$ cat config.mk
export PLATFORM = sky130hd
export DESIGN_NAME = display_scan_ctrl
export DESIGN_NICKNAME = d
export VERILOG_FILES = /design/src/rtl/display_scan_ctrl.sv
export SDC_FILE = /design/constraint.sdc
export NUM_CORES = 1
export LEC_CHECK = 0
export ABC_AREA = 0
export CAP_MARGIN = 10
export CORE_UTILIZATION = 30
export DETAILED_ROUTE_END_ITERATION = 12
export SLEW_MARGIN = 0
export SYNTH_ARGS = -nofsm -noshare
export SYNTH_HDL_FRONTEND = slang
export SYNTH_SLANG_ARGS = --single-unit
$ cat constraint.sdc
create_clock -name clk -period 5.45 [get_ports clk]
set_input_delay 0.8175 -clock clk [delete_from_list [all_inputs] [get_ports clk]]
set_output_delay 0.8175 -clock clk [all_outputs]
set_load 0.03 [all_outputs]
$ cat src/rtl/display_scan_ctrl.sv
// Time-multiplexed scan controller for a common-anode 7-segment display.
// Sequences one digit per refresh slot onto a shared decoder with blanking and blink.
module display_scan_ctrl #(
   parameter int NUM_DIGITS  = 4,
   parameter int REFRESH_DIV = 50000,
   parameter int BLANK_CYC   = 16,
   parameter int BLINK_LOG2  = 5
) (
   input  logic                    clk,
   input  logic                    rst_n,
   input  logic [4*NUM_DIGITS-1:0] digits_in,
   input  logic                    load,
   input  logic                    lzb_en,
   input  logic                    blink_en,
   output logic [3:0]              dec_in,
   output logic                    dec_en,
   output logic [NUM_DIGITS-1:0]   an_n,
   output logic                    frame_done
);

   localparam int CNT_W  = $clog2(REFRESH_DIV);
   localparam int IDX_W  = $clog2(NUM_DIGITS);
   localparam int DW     = 4 * NUM_DIGITS;
   localparam int FCNT_W = BLINK_LOG2 + 1;

   logic [CNT_W-1:0]      cnt_q, cnt_d;
   logic [IDX_W-1:0]      idx_q, idx_d;
   logic [FCNT_W-1:0]     fcnt_q, fcnt_d;
   logic [DW-1:0]         pend_q, pend_d;
   logic [DW-1:0]         act_q, act_d;
   logic                  pend_valid_q, pend_valid_d;
   logic                  lzb_en_q, blink_en_q;
   logic                  slot_end;
   logic                  all_zero;
   logic                  cur_blank;
   logic                  lit;
   logic [NUM_DIGITS-1:0] lzb_blank;

   assign slot_end   = (cnt_q == CNT_W'(REFRESH_DIV - 1));
   assign frame_done = slot_end && (idx_q == IDX_W'(NUM_DIGITS - 1));

   // NOTE: each always_comb assigns every output a default first, so no latch is inferred.
   always_comb begin
      cnt_d  = slot_end ? '0 : cnt_q + 1'b1;
      idx_d  = idx_q;
      if (slot_end) begin
         idx_d = (idx_q == IDX_W'(NUM_DIGITS - 1)) ? '0 : idx_q + 1'b1;
      end
      fcnt_d = frame_done ? fcnt_q + 1'b1 : fcnt_q;
   end

   // Active only changes on the frame boundary; a load on that same edge bypasses pending.
   always_comb begin
      pend_d       = pend_q;
      pend_valid_d = pend_valid_q;
      act_d        = act_q;
      if (load) begin
         pend_d       = digits_in;
         pend_valid_d = 1'b1;
      end
      if (frame_done) begin
         if (load) begin
            act_d = digits_in;
         end else if (pend_valid_q) begin
            act_d = pend_q;
         end
         pend_valid_d = 1'b0;
      end
   end

   // A digit is leading-zero blank when it and every more significant digit are zero.
   always_comb begin
      all_zero  = 1'b1;
      lzb_blank = '0;
      for (int k = NUM_DIGITS - 1; k >= 1; k--) begin
         all_zero     = all_zero && (act_q[4*k +: 4] == 4'd0);
         lzb_blank[k] = lzb_en_q && all_zero;
      end
   end

   always_comb begin
      dec_in    = '0;
      cur_blank = 1'b0;
      for (int k = 0; k < NUM_DIGITS; k++) begin
         if (idx_q == IDX_W'(k)) begin
            dec_in    = act_q[4*k +: 4];
            cur_blank = lzb_blank[k];
         end
      end
      lit    = (cnt_q >= CNT_W'(BLANK_CYC)) && !cur_blank
               && !(blink_en_q && fcnt_q[BLINK_LOG2]);
      dec_en = lit;
      an_n   = lit ? ~(NUM_DIGITS'(1) << idx_q) : '1;
   end

   // NOTE: sequential state uses non-blocking assignments so every flop samples pre-edge values.
   // NOTE: the digit buffers are ordinary flops, so they clear with the rest of the state on reset.
   always_ff @(posedge clk or negedge rst_n) begin
      if (!rst_n) begin
         cnt_q        <= '0;
         idx_q        <= '0;
         fcnt_q       <= '0;
         pend_q       <= '0;
         act_q        <= '0;
         pend_valid_q <= 1'b0;
         lzb_en_q     <= 1'b0;
         blink_en_q   <= 1'b0;
      end else begin
         cnt_q        <= cnt_d;
         idx_q        <= idx_d;
         fcnt_q       <= fcnt_d;
         pend_q       <= pend_d;
         act_q        <= act_d;
         pend_valid_q <= pend_valid_d;
         lzb_en_q     <= lzb_en;
         blink_en_q   <= blink_en;
      end
   end

endmodule

==> impl.org <==
** Finish
- From synthesis to final layout, the design area changed by 21.2%.
- Antenna diode count :: 0
- Final-stage net count :: 285
- The filler cells instantiated in the layout total 847.
- Area of all sequential standard cells :: 1480 um^2
- Once layout is complete, the utilization of the core stands at 0.377.
- In the final layout, the multi-input gates occupy 1180 um^2.
- Of the cells placed in the final design, the portion with a size suffix greater than 1 is 0.214.

** Route
- Via count of the routed design :: 1788
- In the routed design, unresolved DRC markers number 0.
- After the first detailed-routing iteration, the DRC count stood at 50.
- ANT nets after route :: 0
- Routed len/inst :: 14.0 um
- Vias/cell :: 4.83
- The first TritonRoute pass finished after 4 iterations.
- The final layout contains routed wiring with a total length of 5190 um.

** Yosys
- Compound-cell area share of the yosys netlist :: 0.0386
- Net count of the mapped netlist :: 252
- Distinct cell type count after synthesis :: 38
- Share of the synthesized netlist area taken by xor and xnor gates :: 0.0546
- In the synthesized netlist, the number of instances is 224.
- Synth Area in Adders :: 0.0321
- After synthesis, the largest family of logic cells by area is simple AND/OR/NAND/NOR gates.
- In this run the cell area of the synthesized design comes to 2730 um^2.
- Synth warnings :: 0
- Portion of netlist area occupied by mux cells :: 0.136
- Of the total synthesized cell area, the portion taken by AND, OR, NAND and NOR gates is 0.171.
- The share of the Yosys chip area taken by registers is 0.542.
- A synthesized cell averages 12.2 um^2.
- Register bit total from synthesis :: 59

** Clocking
- TritonCTS built the clock tree.
- CTS Hold Buffers Added :: 0
- The later pin in the worst-skew pair is clocked with a latency of 0.33 ns.
- Num Clock Sinks :: 59
- The tree is rooted in a sky130_fd_sc_hd__clkbuf_8.
- Clock buffers created by TritonCTS :: 9
- In this run the post-CTS setup repair buffer count came out at 0.
- The clock passes through at most 2 buffers.
- Total of cells resized after clock tree synthesis :: 0
- Clock-pin slew on the worst setup and hold paths :: 0.06 ns
- Maximum level of the CTS H-tree :: 3

** Floorplanning
- The floorplan step defined a die boundary enclosing 9470 um^2.
- Height of the chip :: 97.3 um
- The initial utilization of the core area, before any placement, comes to 0.311.
- Area of the core region :: 8760 um^2
- I/O pin count :: 31
- The floorplan has 34 rows.
- The die is 97.3 um wide.

** Global routing
- Wire length of the first global-routing pass :: 8740 um
- The initial antenna violation count is 0.
- Pin count of the biggest net entering global routing :: 60
- After global routing the overflow that remains totals 0.
- GRT Util Overall :: 0.118
- The number of global-route vias before repair is 1809.

** Setup path
- Kind of cell with the highest combined delay on the critical path :: buffers and inverters
- Required time worst endpoint :: 4.63 ns
- Data arrives at the worst endpoint at 2.71 ns.
- For this design, the slowest cell found on the critical path is sky130_fd_sc_hd__clkdlybuf4s50_1.
- Critical path type :: register to output pin
- The number of buffers and inverters on the critical path is 2.
- STA classifies the critical path endpoint as an output pin.
- Longest individual stage delay on the worst path :: 0.67 ns
- Highest net fanout along the worst path :: 8
- The critical path goes through inv_1, ha_1, nand2b_1, or4_1, a211o_1, nand3_1, clkdlybuf4s50_1.
- STA classifies the critical path startpoint as a register.

** Timing
- The count of final hold-check violations came to 0.
- Post-layout minimum cycle time :: 3.53 ns
- Setup Skew :: 0.00987 ns
- Total Negative Setup Slacks :: 0 ns
- Achievable clock frequency :: 283 MHz
- The worst pin sits at a relative slew slack of 0.471.
- Of the available clock period, the critical path in the final layout requires 0.647.
- Actual slew at the worst max-slew pin :: 0.787 ns
- RSZ-0062 raised after global routing :: false
- Across all setup checks in the final design, the least slack found is 1.92 ns.
- Number of max-slew violations in the final report :: 0
- The tightest hold path in the finished design has a slack of 0.471 ns.
- Number of setup violations in the final report :: 0

** Power and ir drop
- VDD sags by at most 0.0888 mV.
- Summed over all cells, the static leakage comes to 0.00152 uW.
- Power per Cell Area :: 264 nW/um^2
- After layout, the design draws a total of 871 uW.

** Run
- Max-cap violations in this run came to 0.

** Place
- Final weighted congestion of routability-driven global placement :: 0.828
- Detailed placement finished with a half-perimeter wire length of 3650 um.
- Before CTS, the worst setup slack after placement is 2.28 ns.
- Count of input and output buffers :: 30

** Outcome
- Result of the run :: complete, no violations

** Hold path
- The tightest min-delay check is of the register to register type.
[cells by family after synthesis]
group                      after synthesis
and+or+nand+nor                         78
DFF                                     59
muxes                                   33
xor gates and xnor gates                17
AOI/OAI and AO/OA                       15
buffers and inverters                   15
adders and majority gates                7
[power breakdown]
group          switching [uW]  internal (uW)  total [uW]
registers                3.01            450         453
logic                    18.8           23.5        42.3
clock network             165            210         375
[registers in the layout, indices dropped and copies added (netlist names)]
signal / cells
act_q: 16
blink_en_q: 1
cnt_q: 16
fcnt_q: 6
idx_q: 2
lzb_en_q: 1
pend_q: 16
pend_valid_q: 1
[cells in the mapped netlist (all sizes together)]
cell    instances  area (um^2)
dfrtp          59         1480
mux2           33          372
nand2          15         56.3
nor2           14         52.6
xor2           12          105
nand3          10         50.1
nand4           9         56.3
ha              7         87.6
clkbuf          6         22.5
inv             6         22.5
nor4            6         67.6
xnor2           5         43.8
nor2b           4         25.0
or4             4         37.5
a21oi           3         15.0
a221oi          3         26.3
and2            3         20.0
and3            3         18.8
buf             3         23.8
o21ai           3         15.0
o31ai           3         22.5
or3             3         20.0
nand3b          2         27.5
nor3            2         10.0
a211o           1         8.76
and4            1         8.76
nand2b          1         6.26
nor4bb          1         10.0
o311ai          1         8.76
o41ai           1         8.76
[placed cells by master (no fill, tap or decap), drive strengths merged, types with 4 or more instances in the layout]
cell	n
dfrtp	59
nand3	10
nor2	14
xor2	12
nand4	9
mux2	33
clkbuf	11
ha	7
nand2	15
inv	6
nor4	6
clkdlybuf4s50	29
clkinv	4
xnor2	5
nor2b	4
or4	4
[layer usage]
metal | global-route usage | wire length [um] | vias up
li1 | - | - | 861
met1 | 0.147 | 2430 | 880
met2 | 0.186 | 2420 | 40
met3 | 0.0489 | 267 | 7
met4 | 0.0407 | 63 | 0
met5 | 0 | 0 | -
[layout make-up]
cell class,count,share of cell area
clock buffers,11,0.0398
flip-flops and latches,59,0.447
multi-input cells,150,0.357
well taps,108,0.0409
inverters,6,0.00682
clock inverters,5,0.0163
repair buffers,31,0.0917
[final timing paths]
path	from	endpoint	slack [ns]	cells past startpoint
max reg2reg	cnt_q[4]$_DFF_PN0_	act_q[12]$_DFFE_PN0P_	2.81	4
min reg2reg	fcnt_q[5]$_DFFE_PN0P_	fcnt_q[5]$_DFFE_PN0P_	0.47	1
min	fcnt_q[5]$_DFFE_PN0P_	fcnt_q[5]$_DFFE_PN0P_	0.47	1
max	idx_q[1]$_DFFE_PN0N_	an_n[1]	1.92	7
max in group asynchronous	rst_n	cnt_q[10]$_DFF_PN0_	4.32	2
min in group asynchronous	rst_n	pend_q[7]$_DFFE_PN0P_	0.64	2
[per-stage QoR]
step | cell area [um^2] | std cells
after detailed placement | 3120 | 354
after global routing | 3300 | 370
after floorplan | 2730 | 224
final | 3300 | 370
after CTS | 3300 | 370
after global placement | 3120 | 354
(Power assumes the default switching activity.)
